==> config.mk <==
export PLATFORM = sky130hd
export DESIGN_NAME = tcp_vlg_tx_arb
export DESIGN_NICKNAME = d
export VERILOG_FILES = /design/src/rtl/tcp_vlg_pkg.sv /design/src/rtl/tcp_vlg_rr_sel.sv /design/src/rtl/tcp_vlg_tx_arb.sv
export SDC_FILE = /design/constraint.sdc
export NUM_CORES = 1
export LEC_CHECK = 0
export BUFFER_PORTS_ARGS = -buffer_cell sky130_fd_sc_hd__buf_2
export CORE_AREA = 2 2 480 482
export DETAILED_ROUTE_END_ITERATION = 16
export DIE_AREA = 0 0 482 484
export GPL_TIMING_DRIVEN = 0
export PLACE_DENSITY_LB_ADDON = 0.08
export SLEW_MARGIN = 15
export SYNTH_ARGS = -nofsm -noshare
export SYNTH_HDL_FRONTEND = slang
export SYNTH_SLANG_ARGS = --single-unit
==> constraint.sdc <==
create_clock -name clk -period 24.7 [get_ports clk]
set_input_delay 2.47 -clock clk [delete_from_list [all_inputs] [get_ports clk]]
set_output_delay 2.47 -clock clk [all_outputs]
set_load 0.02 [all_outputs]
==> src/rtl/tcp_vlg_pkg.sv <==
// Shared types for the tcp_vlg transmit arbiter slice: length and header types
// plus the arbiter FSM state encoding.
package tcp_vlg_pkg;

  typedef logic [15:0] length_t;

  typedef struct packed {
    logic [7:0]  tos;
    logic [7:0]  ttl;
    logic [7:0]  proto;
    logic [15:0] id;
    logic [31:0] src_ip;
    logic [31:0] dst_ip;
  } ipv4_hdr_t;

  typedef struct packed {
    logic [47:0] dst_mac;
    logic [47:0] src_mac;
    logic [15:0] ethertype;
  } mac_hdr_t;

  typedef enum logic [1:0] {
    StIdle,
    StGrant,
    StXfer,
    StWaitDone
  } arb_state_t;

endpackage

==> src/rtl/tcp_vlg_rr_sel.sv <==
// Request selector: first requesting channel at or after ptr_i (wrapping).
// With TCP_ARB_PRIO_EN defined the lowest-index requester wins and ptr_i is ignored.
module tcp_vlg_rr_sel #(
  parameter int unsigned N_CH = 4,
  parameter int unsigned IdxW = 2
) (
  input  logic [N_CH-1:0] req_i,
  input  logic [IdxW-1:0] ptr_i,
  output logic [N_CH-1:0] gnt_o,
  output logic [IdxW-1:0] idx_o,
  output logic            valid_o
);

`ifdef TCP_ARB_PRIO_EN
  logic unused_ptr;
  assign unused_ptr = ^ptr_i;

  // Descending scan so the lowest index is the last (winning) assignment.
  always_comb begin
    gnt_o   = '0;
    idx_o   = '0;
    valid_o = 1'b0;
    for (int i = N_CH - 1; i >= 0; i--) begin
      if (req_i[i]) begin
        idx_o   = IdxW'(i);
        valid_o = 1'b1;
      end
    end
    if (valid_o) gnt_o[idx_o] = 1'b1;
  end
`else
  logic [IdxW-1:0] cand;

  // Descending scan over offsets from ptr_i so the smallest offset wins.
  always_comb begin
    gnt_o   = '0;
    idx_o   = '0;
    valid_o = 1'b0;
    cand    = '0;
    for (int i = N_CH - 1; i >= 0; i--) begin
      cand = IdxW'((int'(ptr_i) + i) % N_CH);
      if (req_i[cand]) begin
        idx_o   = cand;
        valid_o = 1'b1;
      end
    end
    if (valid_o) gnt_o[idx_o] = 1'b1;
  end
`endif

endmodule

==> src/rtl/tcp_vlg_tx_arb.sv <==
// Packet-level arbiter merging N_CH TCP transmit streams onto one ipv4 tx path.
// One channel is granted per packet; its length and headers are latched for the packet.
// Grant timeout and length watchdog raise a per-channel drop pulse.
// Build option TCP_ARB_PRIO_EN selects fixed priority instead of round-robin.
module tcp_vlg_tx_arb
  import tcp_vlg_pkg::*;
#(
  parameter int unsigned N_CH        = 4,
  parameter int unsigned MAX_LEN     = 1460,
  parameter int unsigned GNT_TIMEOUT = 64
) (
  input  logic                 clk,
  input  logic                 rst,
  input  logic [N_CH-1:0]      in_req,
  output logic [N_CH-1:0]      in_gnt,
  input  logic [N_CH*8-1:0]    in_d,
  input  logic [N_CH-1:0]      in_v,
  input  logic [N_CH-1:0]      in_sof,
  input  logic [N_CH-1:0]      in_eof,
  input  logic [N_CH*16-1:0]   in_len,
  input  ipv4_hdr_t            in_ipv4_hdr [N_CH],
  input  mac_hdr_t             in_mac_hdr  [N_CH],
  output logic [N_CH-1:0]      in_done,
  output logic [N_CH-1:0]      drop,
  output logic [7:0]           out_d,
  output logic                 out_v,
  output logic                 out_sof,
  output logic                 out_eof,
  output logic                 out_err,
  output length_t              out_len,
  output ipv4_hdr_t            out_ipv4_hdr,
  output mac_hdr_t             out_mac_hdr,
  input  logic                 out_busy,
  input  logic                 out_done
);

  localparam int unsigned IdxW = (N_CH > 1) ? $clog2(N_CH) : 1;

  arb_state_t      state_q, state_d;
  logic [IdxW-1:0] sel_q, sel_d, rr_ptr_q, rr_ptr_d, pick_idx, next_ptr;
  logic [N_CH-1:0] gnt_q, gnt_d, drop_q, drop_d, done_q, done_d, pick_gnt;
  logic            pick_valid;
  logic [15:0]     cnt_q, cnt_d, byte_q, byte_d, byte_inc;
  logic [7:0]      od_q, od_d;
  logic            ov_q, ov_d, osof_q, osof_d, oeof_q, oeof_d, oerr_q, oerr_d;
  logic            fwd_v, trunc;
  length_t         len_q, len_d;
  ipv4_hdr_t       ip_q, ip_d;
  mac_hdr_t        mac_q, mac_d;

  tcp_vlg_rr_sel #(
    .N_CH (N_CH),
    .IdxW (IdxW)
  ) u_sel (
    .req_i   (in_req),
    .ptr_i   (rr_ptr_q),
    .gnt_o   (pick_gnt),
    .idx_o   (pick_idx),
    .valid_o (pick_valid)
  );

  assign next_ptr = (sel_q == IdxW'(N_CH - 1)) ? '0 : sel_q + 1'b1;

  // Next-state, grant bookkeeping and the one-register data pipeline.
  always_comb begin
    state_d  = state_q;
    sel_d    = sel_q;
    rr_ptr_d = rr_ptr_q;
    gnt_d    = gnt_q;
    cnt_d    = cnt_q;
    byte_d   = byte_q;
    len_d    = len_q;
    ip_d     = ip_q;
    mac_d    = mac_q;
    drop_d   = '0;
    done_d   = '0;

    // Bytes before sof in GRANT are not forwarded; the sof byte starts the count.
    fwd_v    = in_v[sel_q] & ((state_q == StXfer) | ((state_q == StGrant) & in_sof[sel_q]));
    byte_inc = ((state_q == StGrant) ? 16'd0 : byte_q) + 16'd1;
    trunc    = fwd_v & ~in_eof[sel_q] & (byte_inc == 16'(MAX_LEN));

    od_d   = fwd_v ? in_d[8*sel_q +: 8] : 8'd0;
    ov_d   = fwd_v;
    osof_d = fwd_v & in_sof[sel_q];
    oeof_d = fwd_v & (in_eof[sel_q] | trunc);
    oerr_d = trunc;

    unique case (state_q)
      StIdle: begin
        if (pick_valid && !out_busy) begin
          gnt_d   = pick_gnt;
          sel_d   = pick_idx;
          len_d   = in_len[16*pick_idx +: 16];
          ip_d    = in_ipv4_hdr[pick_idx];
          mac_d   = in_mac_hdr[pick_idx];
          cnt_d   = '0;
          byte_d  = '0;
          state_d = StGrant;
        end
      end
      StGrant, StXfer: begin
        if (state_q == StGrant) cnt_d = cnt_q + 16'd1;
        if (fwd_v) begin
          byte_d = byte_inc;
          if (in_eof[sel_q] || trunc) begin
            gnt_d         = '0;
            drop_d[sel_q] = trunc;
            state_d       = StWaitDone;
          end else begin
            state_d = StXfer;
          end
        end else if (state_q == StGrant && cnt_q == 16'(GNT_TIMEOUT - 1)) begin
          drop_d[sel_q] = 1'b1;
          gnt_d         = '0;
          rr_ptr_d      = next_ptr;
          state_d       = StIdle;
        end
      end
      StWaitDone: begin
        if (out_done) begin
          done_d[sel_q] = 1'b1;
          rr_ptr_d      = next_ptr;
          state_d       = StIdle;
        end
      end
      default: state_d = StIdle;
    endcase
  end

  // State and output registers; reset abandons any packet in flight.
  always_ff @(posedge clk or posedge rst) begin
    if (rst) begin
      state_q  <= StIdle;
      sel_q    <= '0;
      rr_ptr_q <= '0;
      gnt_q    <= '0;
      cnt_q    <= '0;
      byte_q   <= '0;
      len_q    <= '0;
      ip_q     <= '0;
      mac_q    <= '0;
      drop_q   <= '0;
      done_q   <= '0;
      od_q     <= '0;
      ov_q     <= 1'b0;
      osof_q   <= 1'b0;
      oeof_q   <= 1'b0;
      oerr_q   <= 1'b0;
    end else begin
      state_q  <= state_d;
      sel_q    <= sel_d;
      rr_ptr_q <= rr_ptr_d;
      gnt_q    <= gnt_d;
      cnt_q    <= cnt_d;
      byte_q   <= byte_d;
      len_q    <= len_d;
      ip_q     <= ip_d;
      mac_q    <= mac_d;
      drop_q   <= drop_d;
      done_q   <= done_d;
      od_q     <= od_d;
      ov_q     <= ov_d;
      osof_q   <= osof_d;
      oeof_q   <= oeof_d;
      oerr_q   <= oerr_d;
    end
  end

  assign in_gnt       = gnt_q;
  assign in_done      = done_q;
  assign drop         = drop_q;
  assign out_d        = od_q;
  assign out_v        = ov_q;
  assign out_sof      = osof_q;
  assign out_eof      = oeof_q;
  assign out_err      = oerr_q;
  assign out_len      = len_q;
  assign out_ipv4_hdr = ip_q;
  assign out_mac_hdr  = mac_q;

endmodule

== Word-level counts from Yosys, hierarchy flattened ==
Index checks and enable logic that the tools add are counted.
W data, S select, Z words.

* Register bits after elaboration: 294
* Input bits: 980
* Output and inout port bits: 256
* Word-level logic and storage cells: 143

* Add/sub/neg operators: 6
* Magnitude comparators: 9
* Equality and inequality tests: 14
* Shifts and indexed selects: 2
* Mux-type cells: 62
* Bitwise gates (word level): 11
* Reductions and logical operators: 16

{| class="wikitable"
|+ Operators with widths
! kind !! number
|-
| $bmux W112 S2 || 1
|-
| $mux W112 || 2
|-
| $bmux W104 S2 || 1
|-
| $mux W104 || 2
|-
| $mux W16 || 4
|-
| $pmux W16 S2 || 2
|-
| $shiftx A64 B7 Y16 || 1
|-
| $mux W4 || 11
|-
| $add A16 B1 Y16 const B || 2
|-
| $shiftx A32 B6 Y8 || 1
|-
| $mux W2 || 12
|-
| $lt A2 B3 Y1 const B || 6
|-
| $eq A16 B11 Y1 const B || 1
|-
| $eq A16 B6 Y1 const B || 1
|-
| $bmux W1 S2 || 7
|-
| $mux W1 || 14
|-
| $ne A2 B2 Y1 const B || 6
|-
| $reduce_and A3 Y1 || 3
|-
| $mux W8 || 1
|-
| $pmux W4 S2 || 1
|-
| $reduce_and A4 Y1 || 2
|-
| $and A1 B1 Y1 || 6
|-
| $eq A2 B2 Y1 const B || 3
|-
| $ne A3 B3 Y1 const B || 2
|-
| other kinds (19) || 28
|}

== Logic depth before layout (Yosys ltp) ==
Gate-level depths: netlist of the first run.

* Depth in word-level cells: 14
* Depth in mapped cells: 13
* Mapped depth without buffers: 10

== Hierarchy ==
A second synthesis of the first run with hierarchy kept.

* Cells, all modules: 1,156
* Area, all modules: 17,679.5 um^2

{| class="wikitable"
|+ Modules (own cells, without submodules)
! module !! times used !! cells an instance !! area each (um^2) !! sequential area each (um^2)
|-
| tcp_vlg_tx_arb || 1 || 1,128 || 17,503.0 || 7,357.1
|-
| tcp_vlg_rr_sel || 1 || 28 || 176.4 || 0.0
|}

== Least setup slack after synthesis of the first run ==
OpenSTA, ideal clock, no wires.

* Path type: input to register
* Start point: in in_req[2]
* End point: reg ip_q, in the netlist out_ipv4_hdr[10]
* Setup time: 0.118 ns
* Arrival time: 4.062 ns
* Required time: 24.582 ns
* Setup slack: 20.520 ns
* Stages: 7
* Cell sequence: or4_1 nand3_1 buf_2 clkbuf_1 buf_1 a311oi_1 a21o_1

* Cells in the longest elaborated chain, start to end: 10
* Elaborated cells between the ends (all ways): 22
* Classes of those cells: mux: 19; bitwise: 1; reduce/logical: 2

{| class="wikitable"
|+ RTL lines
! item !! RTL line !! text
|-
| from (decl) || tcp_vlg_tx_arb.sv:14 || <nowiki>input logic [N_CH-1:0] in_req,</nowiki>
|-
| $bmux W1 S2 || tcp_vlg_rr_sel.sv:42 || <nowiki>if (req_i[cand]) begin</nowiki>
|-
| $mux W1 (implied by the code) || tcp_vlg_rr_sel.sv:42 ||
|-
| $mux W2 (4 in series) || tcp_vlg_rr_sel.sv:42 ||
|-
| $not A2 Y3 (implied by the code) || tcp_vlg_tx_arb.sv:95 || <nowiki>ip_d = in_ipv4_hdr[pick_idx];</nowiki>
|-
| $bmux W104 S2 || tcp_vlg_tx_arb.sv:95 ||
|-
| $mux W104 (implied by the code) (2 in series) || tcp_vlg_tx_arb.sv:95 ||
|-
| to (signal assigned) || tcp_vlg_tx_arb.sv:158 || <nowiki>ip_q <= ip_d;</nowiki>
|-
| to (decl) || tcp_vlg_tx_arb.sv:48 || <nowiki>ipv4_hdr_t ip_q, ip_d;</nowiki>
|}

Several ways; a longest one is shown, not always the timed one. The select of a mux whose other input is x is not followed.
A chain may end at the register's enable or synchronous reset.

== Worst setup path after layout of the first run ==
* Start point: in in_req[1]
* End point: reg mac_q, in the netlist out_mac_hdr[54]

* Cells in the longest elaborated chain, start to end: 10
* Elaborated cells between the ends (all ways): 22
* Classes of those cells: mux: 19; bitwise: 1; reduce/logical: 2

{| class="wikitable"
|+ RTL lines
! item !! RTL line !! text
|-
| $bmux W1 S2 || tcp_vlg_rr_sel.sv:42 ||
|-
| $mux W1 (implied by the code) || tcp_vlg_rr_sel.sv:42 ||
|-
| $mux W2 (4 in series) || tcp_vlg_rr_sel.sv:42 ||
|-
| $not A2 Y3 (implied by the code) || tcp_vlg_tx_arb.sv:96 || <nowiki>mac_d = in_mac_hdr[pick_idx];</nowiki>
|-
| $bmux W112 S2 || tcp_vlg_tx_arb.sv:96 ||
|-
| $mux W112 (implied by the code) (2 in series) || tcp_vlg_tx_arb.sv:96 ||
|-
| to (signal assigned) || tcp_vlg_tx_arb.sv:159 || <nowiki>mac_q <= mac_d;</nowiki>
|-
| to (decl) || tcp_vlg_tx_arb.sv:49 || <nowiki>mac_hdr_t mac_q, mac_d;</nowiki>
|}

Several ways; a longest one is shown, not always the timed one. The select of a mux whose other input is x is not followed.

==> qor.json, run 1 <==
{
  "cts_sinks": {"value": 294},
  "highest_layer": {"value": "met5"},
  "critical_path_peak_fanout": {"value": 10},
  "timing.critical_path.arrival": {"value": 6.01, "unit": "ns"},
  "drc_violation_count_after_routing": {"value": 0},
  "required_arrival_time_at_the_worst_endpoint": {"value": 25.31, "unit": "ns"},
  "timing.rr.start": {"value": "rr_ptr_q[1]"},
  "timing.fmax": {"value": 0.185, "unit": "GHz"},
  "htree_num_levels": {"value": 2},
  "max_stage_delay": {"value": 0.98, "unit": "ns"},
  "multiplexer_fraction_of_the_synthesized_cell_area": {"value": 0.0153},
  "ctsRootBufferMaster": {"value": "sky130_fd_sc_hd__clkbuf_16"},
  "worst_reg_to_reg_cells": {"value": 9},
  "clk_pin_slew_worst_paths": {"value": 0.06, "unit": "ns"},
  "clock_latency": {"value": 0.67, "unit": "ns"},
  "setup-tns-final": {"value": 0, "unit": "ns"},
  "final_common_cell": {"value": "sky130_fd_sc_hd__buf_2"},
  "dp_hpwl": {"value": 167000, "unit": "um"},
  "synth_compound_area_frac": {"value": 0.231},
  "finalClockSkew": {"value": 0.0212, "unit": "ns"},
  "synth_largest_area_cell": {"value": "sky130_fd_sc_hd__dfrtp_1"},
  "dp.cells": {"value": 6721},
  "finalHoldViolations": {"value": 0},
  "cpMaxStageDelayCell": {"value": "sky130_fd_sc_hd__a311oi_1"},
  "rows": {"value": 176},
  "worst_slew_pin_slew": {"value": 1.22, "unit": "ns"},
  "synth_simple_gate_area_frac": {"value": 0.302},
  "first_pass_grt_wire_length": {"value": 253000, "unit": "um"},
  "vias_per_cell": {"value": 3.63},
  "cts_tree": {"value": "done"},
  "crit_chain": {"value": "buf_2, a21boi_0, o221a_2, buf_2, buf_2, buf_2, buf_2, nand2_1, a311oi_1, a21o_1"},
  "crit_path_start_kind": {"value": "input port"},
  "finalNetCount": {"value": 4737},
  "via_count": {"value": 24900},
  "rrSetupSlack": {"value": 20.57, "unit": "ns"},
  "finalWirelength": {"value": 196000, "unit": "um"},
  "max_slew_margin": {"value": 0.181},
  "detail_route.iter0.violations": {"value": 1327},
  "die-height": {"value": 484, "unit": "um"},
  "grt_pass1_vias": {"value": 26000},
  "port-buffer-count": {"value": 1235},
  "hold_path_class": {"value": "reg2reg"},
  "place_worst_setup_slack": {"value": 18.36, "unit": "ns"},
  "initial_antenna_violation_count": {"value": 139},
  "status": {"value": "finished, final reports clean"},
  "clock_path_buffers": {"value": 3},
  "yosysSeqAreaShare": {"value": 0.383},
  "route.detailed.wl_per_inst": {"value": 28.5, "unit": "um"},
  "fin_cells": {"value": 6865},
  "final_cycle_share": {"value": 0.219},
  "fillerInstances": {"value": 26800},
  "synth-adder-area-share": {"value": 0.00716},
  "dieArea": {"value": 233000, "unit": "um2"},
  "synth-seq-cells": {"value": 294},
  "avgSynthCellArea": {"value": 7.84, "unit": "um2"},
  "synth_cell_type_count": {"value": 66},
  "weighted_congestion_at_the_end_of_routability_driven_global_placement": {"value": 0.865},
  "synth_top_area_share": {"value": 0.383},
  "finalMaxSlewViolations": {"value": 0},
  "initial_core_utilization": {"value": 0.0841},
  "post_synth_xor_area_fraction": {"value": 0.00820},
  "drive_gt1_frac": {"value": 0.388},
  "period_needed": {"value": 5.40, "unit": "ns"},
  "power.density_cell_area": {"value": 121, "unit": "nW/um2"},
  "pin_count_of_the_biggest_net_entering_global_routing": {"value": 83},
  "worst_setup_path_endpoint": {"value": "out_mac_hdr[54]"},
  "regToRegEndpoint": {"value": "out_mac_hdr[54]"},
  "globalRoute.totalOverflow": {"value": 0},
  "rsz0062_at_grt": {"value": "no"},
  "asyncSetResetFlopFracSynth": {"value": 1.00},
  "design_area": {"value": 31300, "unit": "um2"},
  "synth.area.top_cells": {"value": "sky130_fd_sc_hd__dfrtp_1 38%, sky130_fd_sc_hd__nand2_1 19%, sky130_fd_sc_hd__a311oi_1 11%"},
  "synthesized_cell_area": {"value": 19200, "unit": "um2"},
  "crit_top_cell": {"value": "sky130_fd_sc_hd__buf_2"},
  "cts-hold-fix-buffers": {"value": 0},
  "total_leakage_power": {"value": 0.0165, "unit": "uW"},
  "power.ir.vdd_worst": {"value": 0.0620, "unit": "mV"},
  "wl_met3": {"value": 14700, "unit": "um"},
  "post_dp_cell_area": {"value": 29400, "unit": "um2"},
  "cts_inserted_buffers": {"value": 49},
  "netlist_instances": {"value": 2453},
  "layout-area-overhead-vs-synth": {"value": 62.9, "unit": "%"},
  "worst_setup_path_startpoint": {"value": "in_req[1]"},
  "main_synth_ff_type": {"value": "sky130_fd_sc_hd__dfrtp_1"},
  "layout_common_cells": {"value": "1324 x sky130_fd_sc_hd__buf_2, 958 x sky130_fd_sc_hd__nand2_1, 294 x sky130_fd_sc_hd__dfrtp_1"},
  "multiInputGateArea": {"value": 10900, "unit": "um2"},
  "detailroute.wirelength.met2": {"value": 101000, "unit": "um"},
  "track_usage": {"value": 0.161},
  "route.layer.met1.wl": {"value": 76200, "unit": "um"},
  "syn-num-nets": {"value": 3444},
  "setup_viol": {"value": 0},
  "die_span_in_x": {"value": 482, "unit": "um"},
  "cts_setup_buffers": {"value": 0},
  "combinational_family_with_the_most_area_after_synthesis": {"value": "simple AND/OR/NAND/NOR gates"},
  "maxCapViolations": {"value": 0},
  "seqCellArea": {"value": 7360, "unit": "um2"},
  "post_cts_resize_count": {"value": 0},
  "core_region_area": {"value": 229000, "unit": "um2"},
  "first_pass_iters": {"value": 5},
  "timing.setup.critical_path_class": {"value": "in2reg"},
  "layout_setup_ws": {"value": 19.30, "unit": "ns"},
  "synth_edf_count": {"value": 0},
  "floorplan.io_pins": {"value": 1236},
  "ant_nets": {"value": 0},
  "critPathCaptureType": {"value": "flip-flop"},
  "yosys_warnings": {"value": 0}
}
==> registers in the layout (all words and copies together), names as in the netlist, 2 cells and up <==
| signal | count |
|---|---|
| out_mac_hdr | 112 |
| out_ipv4_hdr | 104 |
| byte_q | 16 |
| cnt_q | 16 |
| out_len | 16 |
| out_d | 8 |
| drop | 4 |
| in_done | 4 |
| in_gnt | 4 |
| rr_ptr_q | 2 |
| sel_q | 2 |
| state_q | 2 |
==> report_power, final <==
group	switching (uW)	internal [uW]
sequential	135	684
clock	306	477
combinational	1560	638
==> synthesized netlist by cell type (3+ instances only) <==
library cell,n
sky130_fd_sc_hd__buf_1,6
sky130_fd_sc_hd__nor2b_1,7
sky130_fd_sc_hd__buf_4,4
sky130_fd_sc_hd__buf_2,88
sky130_fd_sc_hd__a22o_1,4
sky130_fd_sc_hd__nor3b_1,6
sky130_fd_sc_hd__inv_1,15
sky130_fd_sc_hd__o21ai_0,26
sky130_fd_sc_hd__dfrtp_1,294
sky130_fd_sc_hd__ha_1,11
sky130_fd_sc_hd__mux4_2,11
sky130_fd_sc_hd__nand2_1,958
sky130_fd_sc_hd__o41ai_1,8
sky130_fd_sc_hd__a21oi_1,13
sky130_fd_sc_hd__a21o_1,234
sky130_fd_sc_hd__a31oi_1,7
sky130_fd_sc_hd__and4_1,5
sky130_fd_sc_hd__o22ai_1,8
sky130_fd_sc_hd__nand3_1,13
sky130_fd_sc_hd__and3_1,249
sky130_fd_sc_hd__xnor2_1,6
sky130_fd_sc_hd__a211o_1,3
sky130_fd_sc_hd__a311oi_1,232
sky130_fd_sc_hd__nor2_1,30
sky130_fd_sc_hd__o31ai_1,7
sky130_fd_sc_hd__clkbuf_1,130
sky130_fd_sc_hd__nand4_1,7
sky130_fd_sc_hd__xor2_1,12
sky130_fd_sc_hd__nor4b_1,3
sky130_fd_sc_hd__nor3_1,9
==> cell type report <==
| type | instances | share of cell area |
|---|---|---|
| buffer | 228 | 0.0318 |
| sequential | 294 | 0.235 |
| antenna | 54 | 0.00431 |
| multi-input combinational | 1916 | 0.347 |
| clock buffer | 70 | 0.0471 |
| clock inverter | 20 | 0.00907 |
| tap | 3026 | 0.121 |
| inverter | 15 | 0.00204 |
| timing repair buffer | 1242 | 0.203 |
==> routing by layer <==
metal,up-vias,GRT usage
met5,-,0
met3,254,0.0466
met2,1067,0.298
met1,12100,0.184
li1,11400,-
met4,78,0.0248
==> worst min path at each step <==
stage                          start          endpoint  slack (ns)  cells past startpoint
finish               out_mac_hdr[24]   out_mac_hdr[24]        0.47                      1
global route        out_ipv4_hdr[80]  out_ipv4_hdr[80]        0.49                      1
CTS                  out_mac_hdr[74]   out_mac_hdr[74]        0.47                      1
detailed placement   out_mac_hdr[74]   out_mac_hdr[74]        0.46                      1
global placement     out_mac_hdr[29]   out_mac_hdr[29]        0.46                      1
floorplan                 byte_q[15]        byte_q[15]        0.49                      1
==> critical path, delay by kind of cell <==
kind                   cells  cell delay, ns
AO/OA/AOI/OAI              4            1.72
buffers and inverters      5            1.71
AND/OR/NAND/NOR            1            0.09
==> metrics by stage <==
| step | hold WS [ns] | utilization | total power, uW |
|---|---|---|---|
| 6_report | 0.469 | 0.137 | 3800 |
| 2_1_floorplan | 0.486 | - | 1900 |
| 3_3_place_gp | 0.456 | 0.128 | 3130 |
| 4_1_cts | 0.474 | 0.136 | 3960 |
| 3_5_place_dp | 0.460 | 0.129 | 3130 |
| 5_1_grt | 0.487 | 0.137 | 4070 |
==> logic make-up after synthesis <==
group                      after synthesis
AOI/OAI and AO/OA                      558
xor gates and xnor gates                18
adders and majority gates               11
buffers and inverters                  243
DFF                                    294
muxes                                   15
and+or+nand+nor                       1314
(Power assumes the default switching activity.)
==> run 2: changes to the inputs <==
Settings changed: CORE_AREA 2 2 480 482 to 2 2 482 484, DIE_AREA 0 0 482 484 to 0 0 484 486.
Clock period 24.7 ns to 5.5 ns, I/O delays scaled along.
==> run 2 against run 1 <==
Effect of this change:
- design area rose by 0.17%
- wire length fell by 0.79%
- utilization barely moved
- critical path depth rose by 3
- sequential power rose to 4.4 times the previous value
- die area rose by 0.83%
- critical endpoint is now drop[1]
- highest routed layer unchanged
==> qor.json, run 2 (synthesized netlist as in run 1, its figures left out) <==
{
  "status": {"value": "finished, final reports clean"},
  "design_power_total": {"value": 16800, "unit": "uW", "change": "+340%"},
  "worst_setup_path_startpoint": {"value": "state_q[1]"},
  "wl_met3": {"value": 14500, "unit": "um", "change": "-1.8%"},
  "finalNetCount": {"value": 4748, "change": "+0.23%"},
  "critPathCaptureType": {"value": "flip-flop"},
  "core_region_area": {"value": 229000, "unit": "um2", "change": "+0.39%"},
  "worst_slew_pin_slew": {"value": 1.16, "unit": "ns", "change": "-0.0644 ns"},
  "required_arrival_time_at_the_worst_endpoint": {"value": 6.00, "unit": "ns", "change": "-19.31 ns"},
  "power_share_of_the_combinational_group": {"value": 0.586, "change": "+0.007"},
  "weighted_congestion_at_the_end_of_routability_driven_global_placement": {"value": 0.847, "change": "-2.1%"},
  "hold_path_class": {"value": "in2reg"},
  "first_pass_iters": {"value": 5, "change": "unchanged"},
  "final_cycle_share": {"value": 0.758},
  "max_stage_delay": {"value": 0.48, "unit": "ns", "change": "-0.50 ns"},
  "cpMaxStageDelayCell": {"value": "sky130_fd_sc_hd__nor3b_1"},
  "track_usage": {"value": 0.159, "change": "-0.00194"},
  "pwr-share-seq": {"value": 0.216, "change": "about the same"},
  "via_count": {"value": 24800, "change": "-0.55%"},
  "final.hold.worst_slack": {"value": 0.224, "unit": "ns", "change": "-0.244 ns"},
  "worst_reg_to_reg_cells": {"value": 13, "change": "+4"},
  "max_slew_margin": {"value": 0.225, "change": "+0.0432"},
  "power.ir.vdd_worst": {"value": 0.246, "unit": "mV", "change": "+300%"},
  "clock_latency": {"value": 0.66, "unit": "ns", "change": "about the same"},
  "finalMaxSlewViolations": {"value": 0, "change": "unchanged"},
  "timing.critical_path.arrival": {"value": 4.67, "unit": "ns", "change": "-1.34 ns"},
  "crit_chain": {"value": "inv_1, ha_1, clkbuf_1, buf_2, nor2b_1, ha_1, buf_2, and3_2, clkbuf_1, a211o_1, a31oi_4, a32oi_1, nor3b_1"},
  "total_leakage_power": {"value": 0.0165, "unit": "uW", "change": "+0.16%"},
  "clock_power_share": {"value": 0.198, "change": "-0.008"},
  "post_dp_cell_area": {"value": 29600, "unit": "um2", "change": "+0.73%"},
  "timing.setup.critical_path_class": {"value": "reg2reg"},
  "power.switching": {"value": 8810, "unit": "uW", "change": "+340%"},
  "die-height": {"value": 486, "unit": "um", "change": "+0.41%"},
  "drive_gt1_frac": {"value": 0.387, "change": "about the same"},
  "critical_path.top_delay_family": {"value": "buffers and inverters"},
  "maxCapViolations": {"value": 0, "change": "unchanged"},
  "initial_core_utilization": {"value": 0.0838, "change": "-0.000323"},
  "period_needed": {"value": 4.17, "unit": "ns"},
  "largest_register_ff_count": {"value": 112, "change": "unchanged"},
  "rrSetupSlack": {"value": 1.33, "unit": "ns", "change": "-19.24 ns"},
  "globalRoute.totalOverflow": {"value": 0, "change": "unchanged"},
  "setup_viol": {"value": 0, "change": "unchanged"},
  "finalHoldViolations": {"value": 0, "change": "unchanged"},
  "timing.fmax": {"value": 0.240, "unit": "GHz"},
  "dieArea": {"value": 235000, "unit": "um2", "change": "+0.83%"},
  "htree_num_levels": {"value": 2, "change": "unchanged"},
  "clk_pin_slew_worst_paths": {"value": 0.06, "unit": "ns", "change": "about the same"},
  "crit_cells": {"value": 13, "change": "+3"},
  "layout-area-overhead-vs-synth": {"value": 63.2, "unit": "%"},
  "ctsRootBufferMaster": {"value": "sky130_fd_sc_hd__clkbuf_16"},
  "cts_inserted_buffers": {"value": 47, "change": "-4.1%"},
  "port-buffer-count": {"value": 1235, "change": "unchanged"},
  "cellInternalPower": {"value": 7970, "unit": "uW", "change": "+340%"},
  "finalClockSkew": {"value": 0.0321, "unit": "ns", "change": "+0.0109 ns"},
  "final_common_cell": {"value": "sky130_fd_sc_hd__buf_2"},
  "cts_tree": {"value": "done"},
  "route.layer.met1.wl": {"value": 75700, "unit": "um", "change": "-0.68%"},
  "rows": {"value": 176, "change": "unchanged"},
  "timing.rr.start": {"value": "state_q[1]"},
  "highest_layer": {"value": "met5"},
  "design_area": {"value": 31400, "unit": "um2", "change": "+0.17%"},
  "cts_sinks": {"value": 294, "change": "unchanged"},
  "dp_hpwl": {"value": 166000, "unit": "um", "change": "-0.14%"},
  "worst_setup_path_endpoint": {"value": "drop[1]"},
  "drc_violation_count_after_routing": {"value": 0, "change": "unchanged"},
  "critical_path.n_buffers_inverters": {"value": 5, "change": "unchanged"},
  "initial_antenna_violation_count": {"value": 152, "change": "+9.4%"},
  "rsz0062_at_grt": {"value": "no"},
  "power.density_cell_area": {"value": 535, "unit": "nW/um2", "change": "+340%"},
  "finalWirelength": {"value": 194000, "unit": "um", "change": "-0.79%"},
  "ant_nets": {"value": 0, "change": "unchanged"},
  "pin_count_of_the_biggest_net_entering_global_routing": {"value": 30, "change": "-64%"},
  "first_pass_grt_wire_length": {"value": 254000, "unit": "um", "change": "+0.23%"},
  "grt_pass1_vias": {"value": 26400, "change": "+1.4%"},
  "critical_path_peak_fanout": {"value": 10, "change": "unchanged"},
  "route.detailed.wl_per_inst": {"value": 28.3, "unit": "um", "change": "-0.69%"},
  "layout_common_cells": {"value": "1324 x sky130_fd_sc_hd__buf_2, 958 x sky130_fd_sc_hd__nand2_1, 294 x sky130_fd_sc_hd__dfrtp_1"},
  "regToRegEndpoint": {"value": "drop[1]"},
  "die_span_in_x": {"value": 484, "unit": "um", "change": "+0.41%"},
  "sw_frac_of_total": {"value": 0.525, "change": "-0.00177"},
  "detailroute.wirelength.met2": {"value": 100000, "unit": "um", "change": "-0.81%"},
  "floorplan.io_pins": {"value": 1236, "change": "unchanged"},
  "crit_path_start_kind": {"value": "flip-flop"},
  "clock_path_buffers": {"value": 3, "change": "unchanged"},
  "detail_route.iter0.violations": {"value": 1145, "change": "-14%"},
  "vias_per_cell": {"value": 3.61, "change": "-0.45%"}
}
-- run 2: metal layers --
layer,vias up,global-route usage
li1,11400,-
met2,1015,0.295
met1,12000,0.181
met4,90,0.0273
met5,-,0
met3,265,0.0474
-- run 2: area by class of cell --
type / instances / area (um2)
antenna: 41 / 103
buffer: 228 / 996
clock buffer: 68 / 1390
clock inverter: 15 / 243
fill: 26900 / 198000
inverter: 15 / 60.1
multi-input combinational: 1916 / 10900
sequential: 294 / 7360
tap: 3026 / 3790
timing repair buffer: 1255 / 6580
-- run 2: repair_timing --
action | in CTS | in global routing
buffers inserted | 0 | 0
hold buffers | 1 | 0
gates resized for setup | 0 | 0
endpoints found under the hold margin | 9 | 0
-- run 2: worst reg2reg max path, stage by stage, from the launching register on --
cell and delay (ns):
sky130_fd_sc_hd__dfrtp_1 0.42, sky130_fd_sc_hd__inv_1 0.11, sky130_fd_sc_hd__ha_1 0.29, sky130_fd_sc_hd__clkbuf_1 0.45, sky130_fd_sc_hd__buf_2 0.39, sky130_fd_sc_hd__nor2b_1 0.15
sky130_fd_sc_hd__ha_1 0.19, sky130_fd_sc_hd__buf_2 0.19, sky130_fd_sc_hd__and3_2 0.20, sky130_fd_sc_hd__clkbuf_1 0.17, sky130_fd_sc_hd__a211o_1 0.32, sky130_fd_sc_hd__a31oi_4 0.33
sky130_fd_sc_hd__a32oi_1 0.31, sky130_fd_sc_hd__nor3b_1 0.49
-- run 2: worst min-delay path by stage --
| stage | startpoint | endpoint | cells past startpoint |
|---|---|---|---|
| floorplan | byte_q[15] | byte_q[15] | 1 |
| CTS | out_done | in_done[3] | 2 |
| finish | out_done | in_done[2] | 2 |
| global route | out_done | in_done[3] | 2 |
| global placement | out_mac_hdr[33] | out_mac_hdr[33] | 1 |
| detailed placement | out_ipv4_hdr[29] | out_ipv4_hdr[29] | 1 |
-- run 2: stage by stage --
stage | setup WS [ns] | TNS, ns | utilization | std cells
after detailed placement | 1.13 | 0 | 0.129 | 6733
after CTS | 1.18 | 0 | 0.136 | 6817
after floorplan | 1.05 | 0 | - | 2453
after global routing | 1.07 | 0 | 0.136 | 6828
after global placement | -2.50 | -699.61 | 0.127 | 6714
final | 1.33 | 0 | 0.137 | 6858
-- run 2: power groups by stage --
stage          sequential (uW)  clock, uW  combinational (uW)
6_report                  3630       3320                9840
5_1_grt                   3760       3580               10700
4_1_cts                   3650       3530               10300
3_5_place_dp              3680          0               10300
3_3_place_gp              3680          0               10300
2_1_floorplan             4600          0                3940
==> run 3: changes to the inputs <==
Clock period 5.5 ns to 3.6 ns, I/O delays scaled along.
==> run 3 against run 2 <==
Effect of this change:
- non-clock buffer count unchanged
- fmax grew 23%
- die area unchanged
- sequential power up 53%
- global-route usage about the same
- critical endpoint is now out_ipv4_hdr[31]
- largest cell class unchanged
==> qor.json, run 3 (synthesized netlist as in run 1, its figures left out) <==
{
  "status": {"value": "finished, final reports clean"},
  "dp_hpwl": {"value": 166000, "unit": "um", "change": "unchanged"},
  "finalClockSkew": {"value": 0.0318, "unit": "ns", "change": "-0.000326 ns"},
  "crit_chain": {"value": "mux2i_1, o221a_2, buf_2, buf_2, buf_1, nand2_1, a311oi_1, a21o_1"},
  "core_region_area": {"value": 229000, "unit": "um2", "change": "unchanged"},
  "via_count": {"value": 24800, "change": "+0.028%"},
  "clock_path_buffers": {"value": 3, "change": "unchanged"},
  "min_from": {"value": "in_mac_hdr[311]"},
  "required_arrival_time_at_the_worst_endpoint": {"value": 4.19, "unit": "ns", "change": "-1.81 ns"},
  "layout_common_cells": {"value": "1312 x sky130_fd_sc_hd__buf_2, 958 x sky130_fd_sc_hd__nand2_1, 294 x sky130_fd_sc_hd__dfrtp_1"},
  "die-height": {"value": 486, "unit": "um", "change": "unchanged"},
  "detail_route.iter0.violations": {"value": 1118, "change": "-2.4%"},
  "setup_viol": {"value": 0, "change": "unchanged"},
  "rows": {"value": 176, "change": "unchanged"},
  "design_power_total": {"value": 25800, "unit": "uW", "change": "+54%"},
  "cts_sinks": {"value": 294, "change": "unchanged"},
  "port-buffer-count": {"value": 1235, "change": "unchanged"},
  "period_needed": {"value": 3.40, "unit": "ns", "change": "-0.769 ns"},
  "die_span_in_x": {"value": 484, "unit": "um", "change": "unchanged"},
  "hold_path_class": {"value": "in2reg"},
  "whs_endpoint": {"value": "out_mac_hdr[87]"},
  "crit_path_start_kind": {"value": "flip-flop"},
  "drc_violation_count_after_routing": {"value": 0, "change": "unchanged"},
  "timing.fmax": {"value": 0.294, "unit": "GHz", "change": "+23%"},
  "worst_reg_to_reg_cells": {"value": 8, "change": "-5"},
  "route.detailed.wl_per_inst": {"value": 28.3, "unit": "um", "change": "-0.21%"},
  "finalNetCount": {"value": 4748, "change": "unchanged"},
  "globalRoute.totalOverflow": {"value": 0, "change": "unchanged"},
  "timing.rr.start": {"value": "rr_ptr_q[1]"},
  "cpMaxStageDelayCell": {"value": "sky130_fd_sc_hd__a311oi_1"},
  "final_common_cell": {"value": "sky130_fd_sc_hd__buf_2"},
  "finalMaxSlewViolations": {"value": 0, "change": "unchanged"},
  "final.hold.worst_slack": {"value": 0.112, "unit": "ns", "change": "-0.112 ns"},
  "floorplan.io_pins": {"value": 1236, "change": "unchanged"},
  "first_pass_grt_wire_length": {"value": 253000, "unit": "um", "change": "about the same"},
  "grt_pass1_vias": {"value": 26400, "change": "+0.25%"},
  "initial_antenna_violation_count": {"value": 154, "change": "+1.3%"},
  "cts_inserted_buffers": {"value": 47, "change": "unchanged"},
  "max_slew_margin": {"value": 0.283, "change": "+0.0588"},
  "vias_per_cell": {"value": 3.61, "change": "about the same"},
  "place_worst_setup_slack": {"value": -0.672, "unit": "ns", "change": "-1.80 ns"},
  "first_pass_iters": {"value": 5, "change": "unchanged"},
  "power.density_cell_area": {"value": 814, "unit": "nW/um2", "change": "+52%"},
  "max_stage_delay": {"value": 0.72, "unit": "ns", "change": "+0.24 ns"},
  "rsz0062_at_grt": {"value": "no"},
  "htree_num_levels": {"value": 2, "change": "unchanged"},
  "largest_register_ff_count": {"value": 112, "change": "unchanged"},
  "critPathCaptureType": {"value": "flip-flop"},
  "regToRegEndpoint": {"value": "out_ipv4_hdr[31]"},
  "finalHoldViolations": {"value": 0, "change": "unchanged"},
  "maxCapViolations": {"value": 0, "change": "unchanged"},
  "worstHoldPathCells": {"value": 4, "change": "+2"},
  "layout_setup_ws": {"value": 0.199, "unit": "ns", "change": "-1.13 ns"},
  "final_cycle_share": {"value": 0.945, "change": "+0.186"},
  "timing.setup.critical_path_class": {"value": "reg2reg"},
  "ant_nets": {"value": 0, "change": "unchanged"},
  "crit_top_cell": {"value": "sky130_fd_sc_hd__buf_2"},
  "worst_slew_pin_slew": {"value": 1.07, "unit": "ns", "change": "-0.0804 ns"},
  "initial_core_utilization": {"value": 0.0838, "change": "unchanged"},
  "timing.critical_path.arrival": {"value": 3.99, "unit": "ns", "change": "-0.68 ns"},
  "cts_tree": {"value": "done"},
  "total_leakage_power": {"value": 0.0166, "unit": "uW", "change": "+0.52%"},
  "pin_count_of_the_biggest_net_entering_global_routing": {"value": 30, "change": "unchanged"},
  "power.ir.vdd_worst": {"value": 0.375, "unit": "mV", "change": "+52%"},
  "finalWirelength": {"value": 194000, "unit": "um", "change": "-0.15%"},
  "weighted_congestion_at_the_end_of_routability_driven_global_placement": {"value": 0.847, "change": "unchanged"},
  "drive_gt1_frac": {"value": 0.400, "change": "+0.0124"},
  "clk_pin_slew_worst_paths": {"value": 0.06, "unit": "ns", "change": "about the same"},
  "dieArea": {"value": 235000, "unit": "um2", "change": "unchanged"},
  "ctsRootBufferMaster": {"value": "sky130_fd_sc_hd__clkbuf_16"},
  "critical_path_peak_fanout": {"value": 10, "change": "unchanged"},
  "layout-area-overhead-vs-synth": {"value": 65.0, "unit": "%"},
  "rrSetupSlack": {"value": 0.20, "unit": "ns", "change": "-1.13 ns"},
  "track_usage": {"value": 0.159, "change": "about the same"},
  "clock_latency": {"value": 0.65, "unit": "ns", "change": "about the same"}
}
[run 3: cell count changes in the layout (fill, tap and decap cells not counted), moves of 4 or more]
cell                       previous run  this run
sky130_fd_sc_hd__a311oi_2             6        32
sky130_fd_sc_hd__clkbuf_1           127       117
sky130_fd_sc_hd__buf_2             1324      1312
sky130_fd_sc_hd__clkbuf_4             0         4
sky130_fd_sc_hd__buf_4                7        19
sky130_fd_sc_hd__clkbuf_2            11        15
sky130_fd_sc_hd__a311oi_1           226       197
sky130_fd_sc_hd__diode_2             41        45
[run 3: final cells by class]
| class | instances | area [um2] |
|---|---|---|
| fill | 26800 | 198000 |
| multi-input combinational | 1916 | 11100 |
| sequential | 294 | 7360 |
| timing repair buffer | 1258 | 6600 |
| tap | 3026 | 3790 |
| clock buffer | 68 | 1390 |
| buffer | 225 | 1040 |
| clock inverter | 15 | 243 |
| antenna | 45 | 113 |
| inverter | 15 | 60.1 |
[run 3: how the worst max path moves through the flow]
stage	start	end	slack (ns)	cells after the start
after floorplan	rst	byte_q[0]	-0.66	1
after global placement	rst	out_ipv4_hdr[25]	-4.21	2
after detailed placement	rr_ptr_q[1]	out_mac_hdr[16]	-0.67	10
after CTS	rr_ptr_q[1]	out_ipv4_hdr[101]	-0.0002	10
after global routing	state_q[1]	in_gnt[2]	0.008	14
final	rr_ptr_q[1]	out_ipv4_hdr[31]	0.20	8
[run 3: worst max-delay path: cells and delay by family, from the launching register on]
kind / cells / cell delay [ns]
AOI/OAI and AO/OA: 3 / 1.13
buffers and inverters: 3 / 1.18
DFF: 1 / 0.53
muxes: 1 / 0.38
and+or+nand+nor: 1 / 0.11
[run 3: per-stage QoR]
stage,setup TNS (ns),cells,util,area (um2)
after global placement,-1404.14,6714,0.127,29200
after floorplan,-194.96,2453,-,19200
after global routing,0,6827,0.138,31600
after CTS,-0.000170,6818,0.137,31500
after detailed placement,-28.14,6733,0.129,29600
final,0,6862,0.138,31700
[run 3: power breakdown]
| part | internal (uW) | switching (uW) | leakage (uW) |
|---|---|---|---|
| sequential | 4690 | 871 | 0.00373 |
| clock | 3080 | 1990 | 0.000788 |
| combinational | 4510 | 10700 | 0.0121 |
| total | 12300 | 13600 | 0.0166 |
[run 3: per-layer routing]
| layer | GRT usage | vias up | part of all wire |
|---|---|---|---|
| met2 | 0.296 | 1022 | 0.52 |
| li1 | - | 11400 | - |
| met4 | 0.0253 | 88 | 0.017 |
| met1 | 0.180 | 12000 | 0.39 |
| met5 | 0 | - | 0.0029 |
| met3 | 0.0481 | 265 | 0.077 |
[run 3: timing repair]
action,CTS,global route
hold buffers,2,0
resized for setup,55,15
pin swaps,2,2
endpoints found under the hold margin,49,0
setup buffers,1,1
endpoints found under the setup margin,166,38
